### src/rtl/ram_requester_if.sv
`default_nettype none
// +----------------------------------------------------------------------------+
// | Package   : ram_pkg                                                        |
// | Interface : ram_if                                                         |
// | Purpose   : Shared SRAM handshake types and the initiator/responder bus    |
// |             between a requester (CPU side) and the SRAM.                   |
// | Signals   : ren         read enable (initiator -> SRAM)                    |
// |             wen[3:0]    per-byte write enable (initiator -> SRAM)          |
// |             addr[31:0]  word-aligned byte address (initiator -> SRAM)      |
// |             store[31:0] lane-replicated write data (initiator -> SRAM)     |
// |             load[31:0]  read data (SRAM -> initiator)                      |
// |             state       SRAM handshake state (SRAM -> initiator)           |
// | Revision  : 1.0 - initial release                                          |
// +----------------------------------------------------------------------------+
package ram_pkg;
  typedef enum logic [1:0] {
    RAM_FREE  = 2'b00,
    RAM_BUSY  = 2'b01,
    RAM_DONE  = 2'b10,
    RAM_ERROR = 2'b11
  } ram_state_t;
endpackage

interface ram_if;
  logic                ren;
  logic [3:0]          wen;
  logic [31:0]         addr;
  logic [31:0]         store;
  logic [31:0]         load;
  ram_pkg::ram_state_t state;

  modport cpu (output ren, wen, addr, store, input load, state);
  modport ram (input ren, wen, addr, store, output load, state);
endinterface
`default_nettype wire

### src/rtl/ram_requester.sv
`default_nettype none
// +----------------------------------------------------------------------------+
// | Module    : ram_requester                                                  |
// | Purpose   : Initiator end of ram_if. Takes one CPU load/store (byte, half, |
// |             word; signed/unsigned loads), drives the SRAM until RAM_DONE,  |
// |             then returns aligned/extended load data, or reports a fault    |
// |             for misaligned/illegal accesses or an SRAM timeout.            |
// | Ports     : clk, nrst (synchronous, active low)                            |
// |             cpu_req/cpu_we/cpu_size/cpu_uns/cpu_addr/cpu_wdata  request    |
// |             cpu_ack/cpu_rdata/cpu_fault                         response   |
// |             ramif (ram_if.cpu)                                  SRAM side  |
// | Params    : TIMEOUT - max ACCESS cycles without RAM_DONE before a fault    |
// | Revision  : 1.0 - initial release                                          |
// +----------------------------------------------------------------------------+
module ram_requester #(
  parameter int unsigned TIMEOUT = 64
) (
  input  logic        clk,
  input  logic        nrst,
  input  logic        cpu_req,
  input  logic        cpu_we,
  input  logic [1:0]  cpu_size,
  input  logic        cpu_uns,
  input  logic [31:0] cpu_addr,
  input  logic [31:0] cpu_wdata,
  output logic        cpu_ack,
  output logic [31:0] cpu_rdata,
  output logic        cpu_fault,
  ram_if.cpu          ramif
);

  localparam int unsigned         c_CNT_W    = (TIMEOUT > 1) ? $clog2(TIMEOUT) : 1;
  localparam logic [c_CNT_W-1:0]  c_CNT_LAST = c_CNT_W'(TIMEOUT - 1);

  typedef enum logic [1:0] {
    S_IDLE   = 2'd0,
    S_ACCESS = 2'd1,
    S_RESP   = 2'd2
  } state_t;

  state_t             r_state,  w_state;
  logic               r_ren,    w_ren;
  logic [3:0]         r_wen,    w_wen;
  logic [31:0]        r_addr,   w_addr;
  logic [31:0]        r_store,  w_store;
  logic               r_ack,    w_ack;
  logic [31:0]        r_rdata,  w_rdata;
  logic               r_fault,  w_fault;
  logic [c_CNT_W-1:0] r_cnt,    w_cnt;
  logic [1:0]         r_size,   w_size;
  logic               r_uns,    w_uns;
  logic [1:0]         r_off,    w_off;

  logic               w_misaligned;
  logic [3:0]         w_lane_mask;
  logic [31:0]        w_store_data;
  logic [7:0]         w_byte;
  logic [15:0]        w_half;
  logic [31:0]        w_load_ext;
  logic               w_done;

  // Request decode: size 11 is illegal; half/word must be naturally aligned.
  always_comb begin
    w_misaligned = 1'b0;
    w_lane_mask  = 4'b1111;
    w_store_data = cpu_wdata;
    case (cpu_size)
      2'b00: begin
        w_lane_mask  = 4'b0001 << cpu_addr[1:0];
        w_store_data = {4{cpu_wdata[7:0]}};
      end
      2'b01: begin
        w_misaligned = cpu_addr[0];
        w_lane_mask  = cpu_addr[1] ? 4'b1100 : 4'b0011;
        w_store_data = {2{cpu_wdata[15:0]}};
      end
      2'b10: begin
        w_misaligned = (cpu_addr[1:0] != 2'b00);
      end
      default: begin
        w_misaligned = 1'b1;
      end
    endcase
  end

  // Load alignment and extension from the SRAM word, using the latched
  // byte offset, size and signedness of the pending request.
  always_comb begin
    w_byte     = ramif.load[{r_off, 3'b000} +: 8];
    w_half     = r_off[1] ? ramif.load[31:16] : ramif.load[15:0];
    w_load_ext = ramif.load;
    case (r_size)
      2'b00:   w_load_ext = {{24{~r_uns & w_byte[7]}}, w_byte};
      2'b01:   w_load_ext = {{16{~r_uns & w_half[15]}}, w_half};
      default: w_load_ext = ramif.load;
    endcase
  end

  assign w_done = (ramif.state == ram_pkg::RAM_DONE);

  // Next-state and next-output logic; every output is registered below.
  always_comb begin
    w_state = r_state;
    w_ren   = r_ren;
    w_wen   = r_wen;
    w_addr  = r_addr;
    w_store = r_store;
    w_ack   = 1'b0;
    w_rdata = r_rdata;
    w_fault = r_fault;
    w_cnt   = r_cnt;
    w_size  = r_size;
    w_uns   = r_uns;
    w_off   = r_off;
    case (r_state)
      S_IDLE: begin
        w_rdata = '0;
        w_fault = 1'b0;
        if (cpu_req) begin
          w_size = cpu_size;
          w_uns  = cpu_uns;
          w_off  = cpu_addr[1:0];
          if (w_misaligned) begin
            // Rejected without touching the SRAM.
            w_state = S_RESP;
            w_ack   = 1'b1;
            w_fault = 1'b1;
          end else begin
            w_state = S_ACCESS;
            w_addr  = {cpu_addr[31:2], 2'b00};
            w_cnt   = '0;
            if (cpu_we) begin
              w_wen   = w_lane_mask;
              w_store = w_store_data;
            end else begin
              w_ren   = 1'b1;
            end
          end
        end
      end
      S_ACCESS: begin
        w_cnt = r_cnt + 1'b1;
        // RAM_DONE takes priority over a timeout landing in the same cycle.
        if (w_done || (r_cnt == c_CNT_LAST)) begin
          w_state = S_RESP;
          w_ack   = 1'b1;
          w_ren   = 1'b0;
          w_wen   = 4'b0000;
          w_addr  = '0;
          w_store = '0;
          if (w_done) begin
            w_fault = 1'b0;
            w_rdata = r_ren ? w_load_ext : 32'h0;
          end else begin
            w_fault = 1'b1;
            w_rdata = '0;
          end
        end
      end
      S_RESP: begin
        // Request line is ignored here, forcing one idle cycle between requests.
        w_state = S_IDLE;
        w_rdata = '0;
        w_fault = 1'b0;
      end
      default: begin
        w_state = S_IDLE;
      end
    endcase
  end

  always_ff @(posedge clk) begin
    if (!nrst) begin
      r_state <= S_IDLE;
      r_ren   <= 1'b0;
      r_wen   <= 4'b0000;
      r_addr  <= '0;
      r_store <= '0;
      r_ack   <= 1'b0;
      r_rdata <= '0;
      r_fault <= 1'b0;
      r_cnt   <= '0;
      r_size  <= 2'b00;
      r_uns   <= 1'b0;
      r_off   <= 2'b00;
    end else begin
      r_state <= w_state;
      r_ren   <= w_ren;
      r_wen   <= w_wen;
      r_addr  <= w_addr;
      r_store <= w_store;
      r_ack   <= w_ack;
      r_rdata <= w_rdata;
      r_fault <= w_fault;
      r_cnt   <= w_cnt;
      r_size  <= w_size;
      r_uns   <= w_uns;
      r_off   <= w_off;
    end
  end

  assign ramif.ren   = r_ren;
  assign ramif.wen   = r_wen;
  assign ramif.addr  = r_addr;
  assign ramif.store = r_store;
  assign cpu_ack     = r_ack;
  assign cpu_rdata   = r_rdata;
  assign cpu_fault   = r_fault;

endmodule
`default_nettype wire

### src/flat_wrapper.sv
// flat-port wrapper written by rule: the top's interface ports become plain ports
module ram_requester_flat 
#(
  parameter int unsigned TIMEOUT = 64
)
  (clk, nrst, cpu_req, cpu_we, cpu_size, cpu_uns, cpu_addr, cpu_wdata, cpu_ack, cpu_rdata, cpu_fault, ramif_ren, ramif_wen, ramif_addr, ramif_store, ramif_load, ramif_state);
  ram_if ramif_i ();
  input  logic clk;
  input  logic nrst;
  input  logic cpu_req;
  input  logic cpu_we;
  input  logic [1:0] cpu_size;
  input  logic cpu_uns;
  input  logic [31:0] cpu_addr;
  input  logic [31:0] cpu_wdata;
  output logic cpu_ack;
  output logic [31:0] cpu_rdata;
  output logic cpu_fault;
  output wire logic [$bits(ramif_i.ren)-1:0] ramif_ren;
  output wire logic [$bits(ramif_i.wen)-1:0] ramif_wen;
  output wire logic [$bits(ramif_i.addr)-1:0] ramif_addr;
  output wire logic [$bits(ramif_i.store)-1:0] ramif_store;
  input wire logic [$bits(ramif_i.load)-1:0] ramif_load;
  input wire logic [$bits(ramif_i.state)-1:0] ramif_state;
  assign ramif_ren = ramif_i.ren;
  assign ramif_wen = ramif_i.wen;
  assign ramif_addr = ramif_i.addr;
  assign ramif_store = ramif_i.store;
  assign ramif_i.load = ramif_load;
  assign ramif_i.state = ramif_state;
  ram_requester #(.TIMEOUT(TIMEOUT)) u_core (.clk(clk), .nrst(nrst), .cpu_req(cpu_req), .cpu_we(cpu_we), .cpu_size(cpu_size), .cpu_uns(cpu_uns), .cpu_addr(cpu_addr), .cpu_wdata(cpu_wdata), .cpu_ack(cpu_ack), .cpu_rdata(cpu_rdata), .cpu_fault(cpu_fault), .ramif(ramif_i));
endmodule
### config.mk
export PLATFORM = sky130hd
export DESIGN_NAME = ram_requester_flat
export DESIGN_NICKNAME = d
export VERILOG_FILES = /design/src/rtl/ram_requester_if.sv /design/src/rtl/ram_requester.sv /design/src/flat_wrapper.sv
export SDC_FILE = /design/constraint.sdc
export NUM_CORES = 1
export LEC_CHECK = 0
export ABC_AREA = 1
export CAP_MARGIN = 20
export CORE_UTILIZATION = 40
export DETAILED_ROUTE_END_ITERATION = 8
export PLACE_DENSITY = 0.8
export REMOVE_ABC_BUFFERS = 1
export SYNTH_ARGS = -nofsm -noshare
export SYNTH_HDL_FRONTEND = slang
export SYNTH_SLANG_ARGS = --single-unit
### constraint.sdc
create_clock -name clk -period 1.9 [get_ports clk]
set_input_delay 0.285 -clock clk [delete_from_list [all_inputs] [get_ports clk]]
set_output_delay 0.285 -clock clk [all_outputs]
set_load 0.05 [all_outputs]
=== After elaboration in Yosys (flattened, before gate mapping) ===
Cells that the tools add are included.

* Bits in registers: 116
* Output and inout port bits: 103
* Word-level logic and storage cells: 89

* $add $sub $neg: 1
* Eq/ne operators: 12
* Shift operators: 2
* Mux-type cells: 42
* Bitwise gates (word level): 3
* Reductions and logical operators: 17

{| class="wikitable"
|+ Operator list
! kind !! count
|-
| $pmux 32 s2 || 5
|-
| $mux 32 || 9
|-
| $shiftx 32x6->8 || 1
|-
| $mux 4 || 5
|-
| $mux 16 || 1
|-
| $pmux 4 s2 || 2
|-
| $mux 6 || 2
|-
| $pmux 6 s2 || 1
|-
| $reduce_and 5->1 || 2
|-
| $mux 1 || 9
|-
| $ne 2x2->1 const B || 4
|-
| $reduce_and 2->1 || 4
|-
| $add 6x1->6 const B || 1
|-
| $eq 2x1->1 const B || 3
|-
| $eq 2x2->1 const B || 3
|-
| $eq 6x6->1 const B || 1
|-
| $logic_not 2->1 || 3
|-
| $mux 2 || 3
|-
| $pmux 1 s3 || 2
|-
| $reduce_bool 2->1 || 3
|-
| $pmux 1 s2 || 2
|-
| $pmux 2 s2 || 1
|-
| $reduce_and 4->1 || 1
|-
| $shl 1x2->4 const A || 1
|-
| other kinds (7) || 8
|}

=== Longest topological paths before layout ===
Gate-level depths: netlist of the first run.

* Depth after elaboration: 7
* Depth in mapped cells: 12

=== Worst setup path before layout of the first run ===
OpenSTA, ideal clock, no wires.

* Path kind: reg2reg
* Start: register u_core.r_state[1]
* End: register u_core.r_wen[0] (netlist: u_core.ramif.wen[0])
* Library setup time: 0.114 ns
* Data arrival time: 1.537 ns
* Required time: 1.786 ns
* Setup slack: 0.249 ns
* Stages on the path, launching flop included: 12
* Buffers on the path: 1
* Period minus slack after synthesis: 1.651 ns
* Cell sequence: dfxtp_1 -> inv_1 -> ha_1 -> inv_1 -> nor2_2 -> nand2_2 -> o21ai_1 -> nor2_2 -> buf_4 -> nand2_1 -> nand2_1 -> nor2_1

* Longest elaborated chain between the ends: 3
* Elaborated cells between the ends (all ways): 9
* Classes of those cells: eq/ne (5); mux (1); reduce/logical (3)

{| class="wikitable"
|+ RTL lines
! item !! RTL line !! text
|-
| start, declared || ram_requester.sv:41 || <nowiki>state_t r_state, w_state;</nowiki>
|-
| start signal, assigned || ram_requester.sv:187 || <nowiki>r_state <= w_state;</nowiki>
|-
| $eq 2x1->1 or $logic_not 2->1 (tied branches) || ram_requester.sv:115 || <nowiki>case (r_state)</nowiki>
|-
| $ne 2x1->1 (no source line), or another cell as far along || -- ||
|-
| $reduce_and 5->1 (no source line) || -- ||
|-
| end signal, assigned || ram_requester.sv:189 || <nowiki>r_wen <= w_wen;</nowiki>
|-
| end, declared || ram_requester.sv:43 || <nowiki>logic [3:0] r_wen, w_wen;</nowiki>
|}

Several ways; a longest one is shown, not always the timed one.
A chain may end at the register's enable or synchronous reset.

=== Final worst setup path of the first run ===
* Start: register u_core.r_store[0] (netlist: u_core.ramif.store[0])
* End: output port ramif_store[0]

{| class="wikitable"
|+ RTL lines
! item !! RTL line !! text
|-
| start, declared || ram_requester.sv:45 || <nowiki>logic [31:0] r_store, w_store;</nowiki>
|-
| start signal, assigned || ram_requester.sv:191 || <nowiki>r_store <= w_store;</nowiki>
|-
| end, declared || flat_wrapper.sv:22 || <nowiki>output wire logic [$bits(ramif_i.store)-1:0] ramif_store;</nowiki>
|}

No word-level cell between the ends.

==> flow_summary.ini, run 1 <==
[placed_design]
place.gp.congestion = 0.861
postPlaceCellArea_sq_um = 7870
port-buffer-count = 205
detailedPlace.worstSlack_ns = -0.0824
dp_hpwl_um = 12000

[sta]
timing.final.crit_share_pct = 98.2
final_setup_violations = 0
finalCriticalPeriod_ns = 1.87
hold_slack_ns = 0.426
max-slew-margin-rel_pct = 63.2
report.final.slew_viol_count = 0
tightest_slew_ns = 0.552
timing.fmax_mhz = 536
grt_setup_unrepaired = true
fin_ws_ns = 0.0336
finalHoldViolations = 0
final.setup_skew_ns = 0.00919

[synth]
yosysWarnings = 0
synthCells = 844
flip_flop_and_latch_count_after_synthesis = 114
number_of_unique_standard_cell_types_used_by_synthesis = 34
synthDominantCellAreaShare_pct = 41.5
syn_avg_cell_area_sq_um = 6.52
postSynth.asyncResetShare_pct = 0
synth_commonest_cells = 300 x nand2_1, 123 x nor2_1, 114 x dfxtp_1
synth.area.top_cells = dfxtp_1 41%, nand2_1 20%, a21oi_1 9.2%, nor2_1 8.4%, nand3_1 4.1%
postSynth.topFlopCell = dfxtp_1
seq_area_frac_synth_pct = 41.5
yosys.area.top_type = dfxtp_1
yosys.cell_count.top_type = nand2_1
synthesis.area_sq_um = 5510
synth_edf_count = 0

[critical_path]
worst_path_cell_chain = clkdlybuf4s50_1
required_ns = 1.62
timing.critical_path.fanout_max = 2
crit_start = u_core.ramif.store[0]$_SDFFE_PN0P_
cpPeakStageDelay_ns = 0.83
element_type_at_the_critical_path_end = output port
timing_worst_setup_path_type = flip-flop to output port
timing.rr.start = u_core.r_cnt[1]$_SDFFE_PN0P_
critPathLaunchType = flip-flop
critPathBufInv = 1
cell_family_with_the_largest_share_of_critical_path_delay = buffers and inverters
critical-path-slowest-cell = clkdlybuf4s50_1
crit_arrival_ns = 1.58

[layout]
design.final.nets = 1170
antenna-diode-count = 0
area_growth_syn_to_layout_pct = 56.2
fillerInstances = 1179
share_of_final_layout_standard_cells_stronger_than_drive_strength_1_pct = 9.52
stdcell_area_sq_um = 8600

[routing]
drt_iter0_drc = 481
avgViaCountPerCell = 4.95
antenna_left = 0
vias = 6177
drt_pass1_iterations = 5
drt_drc_violations_left = 0
route.detailed.wl_per_inst_um = 14.2
wl_um = 17700

[global_route]
first_pass_grt_wire_length_um = 27700
pin_count_of_the_biggest_net_entering_global_routing = 53
first_global_vias = 5833
antenna_found_initial = 0
globalRouteTotalUtil_pct = 24.8
global_route.overflow_total = 0

[run]
maxCapViolCount = 0

[clocking]
htreeDepth = 4
clkSinkCount = 114
clkLatencyLatePin_ns = 0.42
cts.root.buffer_cell = clkbuf_16
clock_pin_slew_on_the_worst_setup_and_hold_paths_ns = 0.06
postCtsHoldBufs = 0
ctsLongestPathBuffers = 2
tritoncts = built
cts_inserted_buffers = 17

[power_and_ir_drop]
report.power.total_mw = 7.79
power.ir.vdd_worst_v = 0.000612
leakagePower_nw = 3.84
powerDensity_nw_per_um2 = 906

[worst_hold_path]
hold_path_class = input port to flip-flop
startpoint_of_the_most_critical_hold_path = cpu_addr[8]

[die]
fp.dieH_um = 119
die_x_um = 119
fp.coreArea_sq_um = 13300
dieArea_sq_um = 14200
placementRows = 42
effective_utilization_at_floorplan_pct = 41.2
io_pins = 208

[outcome]
outcome = complete, no violations
## timing repair
action / CTS / global route
resized for setup: 6 / 33
buffers inserted: 0 / 2
setup endpoints to repair: 6 / 86
gates cloned: 0 / 2
pin swaps: 0 / 3
## registers in the layout, indices dropped and copies added, names as in the netlist, 2 cells and up
name                flops
u_core.ramif.wen        4
u_core.r_off            2
u_core.ramif.store     32
u_core.r_size           2
u_core.r_state          2
u_core.r_cnt            6
u_core.cpu_rdata       32
u_core.ramif.addr      30
## final timing paths
check | slack [ns] | end | cells after the start
max | 0.03 | ramif_store[0] | 1
min reg2reg | 0.46 | u_core.ramif.addr[3]$_SDFFE_PN0P_ | 2
min | 0.43 | u_core.ramif.addr[8]$_SDFFE_PN0P_ | 3
max reg2reg | 0.12 | u_core.ramif.store[29]$_SDFFE_PN0P_ | 10
## report_power, final
| part | internal [mW] | switching [mW] | total [mW] | leakage [nW] |
|---|---|---|---|---|
| Combinational | 0.793 | 1.27 | 2.06 | 2.64 |
| Clock | 2.01 | 1.11 | 3.11 | 0.269 |
| Sequential | 2.53 | 0.0824 | 2.61 | 0.927 |
## per-stage QoR
step	utilization (%)	setup TNS, ns	std cells
detailed placement	59.0	-2.88	1213
floorplan	-	-63.08	794
CTS	63.3	0	1243
finish	64.4	0	1247
global placement	59.0	-1.66	1213
global route	64.4	-0.0172	1247
## cells by family (layout without fill, tap and decap cells)
family	after synthesis	after routing	synth area share, %
AO/OA/AOI/OAI	136	136	13.1
AND/OR/NAND/NOR	498	499	36.6
adder cells (fa/ha/maj)	5	5	1.14
other	1	2	0.0681
XOR/XNOR	1	1	0.159
buffers and inverters	89	314	7.48
flip-flops	114	114	41.5
## area by class of cell
cell class	instances	area [sq um]	share of cell area, %
flip-flops and latches	114	2290	26.6
repair buffers	246	2520	29.3
multi-input cells	643	2850	33.2
well taps	176	220	2.56
clock buffers	21	470	5.47
clock inverters	9	108	1.25
inverters	38	143	1.66
## layer usage
metal | GRT usage, % | vias to the layer above | part of all wire [%]
li1 | - | 3120 | -
met1 | 29.1 | 2751 | 41
met2 | 39.8 | 278 | 47
met3 | 9.53 | 28 | 9.5
met4 | 11.3 | 0 | 2.2
met5 | 0 | - | 0
## layout by cell type (no fill, tap or decap), types with 3 or more instances in the layout
cell / n
nor3_1: 16
clkdlybuf4s50_1: 173
nand2_4: 3
clkinvlp_4: 5
o211ai_1: 4
buf_4: 35
ha_1: 4
clkbuf_16: 18
nand3_1: 45
inv_1: 30
dlygate4sd2_1: 6
inv_2: 6
clkbuf_8: 3
nor2_1: 122
a211oi_1: 5
nand2_1: 299
o21ai_0: 20
dfxtp_1: 111
nor2_2: 4
dlymetal6s2s_1: 20
buf_12: 8
dfxtp_2: 3
a21oi_1: 101
## worst reg2reg max path, cell delays in order, from the launching register on
cell and delay [ns]:
dfxtp_1 0.36, ha_1 0.20, nand2_1 0.08, nor2_1 0.09, nand2_1 0.11, nand2_4 0.14, inv_2 0.10, nor2_8 0.18
buf_12 0.18, nand3_1 0.10, a21oi_1 0.17
Power figures use the tool's default switching activity.
==> inputs of run 2 (changes only) <==
SLEW_MARGIN = 40   (was unset)
==> results of run 2 <==
Final layout, timing and power as in run 1 (identical DEF).
==> patch (settings of run 2) <==
Make the reset (`nrst`) asynchronous in one clocked block.
--- a/src/rtl/ram_requester.sv
+++ b/src/rtl/ram_requester.sv
@@ -169,7 +169,7 @@
     endcase
   end
 
-  always_ff @(posedge clk) begin
+  always_ff @(posedge clk or negedge nrst) begin
     if (!nrst) begin
       r_state <= S_IDLE;
       r_ren   <= 1'b0;
Behaviour: differs if nrst is asserted again (counterexample within 4 cycles, from zero or initial values and one cycle with nrst low); with nrst held inactive, the same outputs for 4 cycles.
==> patch against run 2 <==
Sequential cell count is the same; non-clock buffer count is 10 lower; synthesized cell count fell by 6.6%; largest cell class is now sequential cells; routed wire length rose by 0.51%; area after synthesis grew 6.0%; cell area increased by 2.8%; worst setup slack got worse by 17 ps; final cell count shrank 4.2%; critical endpoint is now ramif_store[31].
Power is not compared: it rests on default switching activity, and its combinational part moved more than twofold at a synthesized area within 25%.
==> patch: results (changes against run 2) <==
* Status: completed
- Tracing the worst setup path back leads to its startpoint at u_core.ramif.store[31].
* Total length of routed met2 wires: 8260 um (-0.29%)
* Ranking of synthesized cells by instance count: 334 x sky130_fd_sc_hd__nand2_1, 114 x sky130_fd_sc_hd__dfrtp_1, 83 x sky130_fd_sc_hd__nand3_1
- Largest fanout of any net on the critical path: 2 (unchanged)
- The post-DP HPWL came to 12600 um (+4.4%).
* Actual transition at the worst max-transition pin: 542 ps (-9.68 ps)
- The number of design-rule violations left by the first detailed-router iteration was 506 (+5.2%).
* GRT Overall Usage: 24.1% (-0.67 points)
- Met3 Resource Use GR: 7.25% (-2.3 points)
- The pin count of the biggest net entering global routing was 64 (+21%).
* Global Route met2 Usage: 38.4% (-1.4 points)
- In this run the top signal layer used is met4.
- Start of the worst register-to-register path: u_core.r_state[1]
* Maximum buffer depth of the clock tree: 2 (unchanged)
- In the post-synthesis netlist, the biggest area contributors are sky130_fd_sc_hd__dfrtp_1 49%, sky130_fd_sc_hd__nand2_1 21%, sky130_fd_sc_hd__nand3_1 7.1%.
* YS warnings: 0 (unchanged)
* Share of flip-flops with an asynchronous set or reset after synthesis: 100% (+100 points)
* Detailed-routing wirelength on met1: 7440 um (+1.7%)
- Count of input and output buffers: 205 (unchanged)
- Number of inserted filler cells in the final layout: 1229 (+4.2%)
- Critical path's largest stage delay: 820 ps
- Clock-pin slew of the registers on the worst-case setup and hold paths: 50 ps
- Root buffer selected by CTS: sky130_fd_sc_hd__clkbuf_16
- The slowest stage of the critical path is the sky130_fd_sc_hd__clkdlybuf4s50_1 cell.
- Vias per inst: 5.04 (+1.8%)
- In this run the worst hold path is classified as in -> async.
* RD Place Congestion: 0.864 (+0.34%)
* Vias in the first global route: 5660 (-3.0%)
- The H-tree depth came to 4 (unchanged).
- Insertion delay of the later-clocked pin in the worst-skew pair: 420 ps (about the same)
* Peak VDD IR: 0.000946 V
- The fraction of the yosys area taken by sequential cells was 48.9% (+7.5 points).
- Detailed-router iteration count before antenna repair: 5 (unchanged)
- Broken down by cell family, the worst path's largest delay share belongs to buffers and inverters.
* Number of nets in the layout: 1112 (-5.0%)
* Primary FF master, synth: sky130_fd_sc_hd__dfrtp_1
- The analysis attributes to cell leakage a power of 5.27 nW.
- The share of final-layout standard cells stronger than drive strength 1 was 8.37% (-1.1 points).
* Number of instances in the synthesized netlist: 788 (-6.6%)
- Vias after detailed routing: 6025 (-2.5%)
* Clock Skews: 12.1 ps (+2.87 ps)
- Worst Path Arrival: 1600 ps (+20 ps)
* First-pass GRT wire length: 27700 um (-0.13%)
* Met3 Routed Length: 1720 um (+1.8%)
* Post-Place Cell Area: 0.00817 mm2 (+3.8%)
- The average wire per standard cell is 14.9 um (+4.9%).
- Cell variety after synth: 29 (-15%)
- The met1 track demand over resource in global routing came to 30.7% (+1.5 points).
patch: final cells by class:
class                   instances  area, um2  share of cell area [%]
flip-flops and latches        114       2850                    32.3
multi-input cells             587       2600                    29.4
repair buffers                236       2470                    27.9
clock buffers                  22        464                    5.25
well taps                     180        225                    2.55
inverters                      46        175                    1.98
clock inverters                10       61.3                   0.693
patch: final timing paths:
path,end,slack (ps),depth (start not counted)
min,u_core.cpu_rdata[21],370,2
min reg2reg,u_core.ramif.addr[25],460,2
min in group clk,u_core.ramif.addr[8],420,3
max,ramif_store[31],20,1
max in group asynchronous,u_core.r_state[1],990,3
max reg2reg,u_core.ramif.store[15],120,10
patch: what timing repair did:
action | CTS | global route
buffers inserted | 0 | 2
gates resized for setup | 17 | 54
hold endpoints to repair | 28 | 0
endpoints found under the setup margin | 19 | 124
pin swaps | 0 | 1
hold buffers | 1 | 0
patch: report_power, final:
group	total, W	internal, W	leakage (nW)	switching [W]
Sequential	0.00362	0.00314	1.50	0.000486
Combinational	0.00688	0.00217	3.52	0.00471
Clock	0.00282	0.00172	0.255	0.00110
Total	0.0133	0.00702	5.27	0.00630
patch: per-stage QoR:
step	utilization [%]	setup WS (ps)	TNS [ps]	total power [W]
final	63.0	16.7	0	0.0133
after floorplan	-	-429	-39670	0.00787
after CTS	61.9	3.22	0	0.0134
after global placement	58.2	32.5	0	0.0105
after detailed placement	58.2	-36.7	-411	0.0106
after global routing	63.0	-2.82	-2.85	0.0140
patch: cell families (layout without fill, tap and decap cells):
logic type      after synthesis  after routing  synth area share, %
other cells                   1              2               0.0643
simple gates                496            496                 35.2
fa+ha+maj                     5              5                 1.07
flops                       114            114                 48.9
xor+xnor                      1              1                0.150
buf+inv                      88            314                 6.95
compound gates               83             83                 7.61
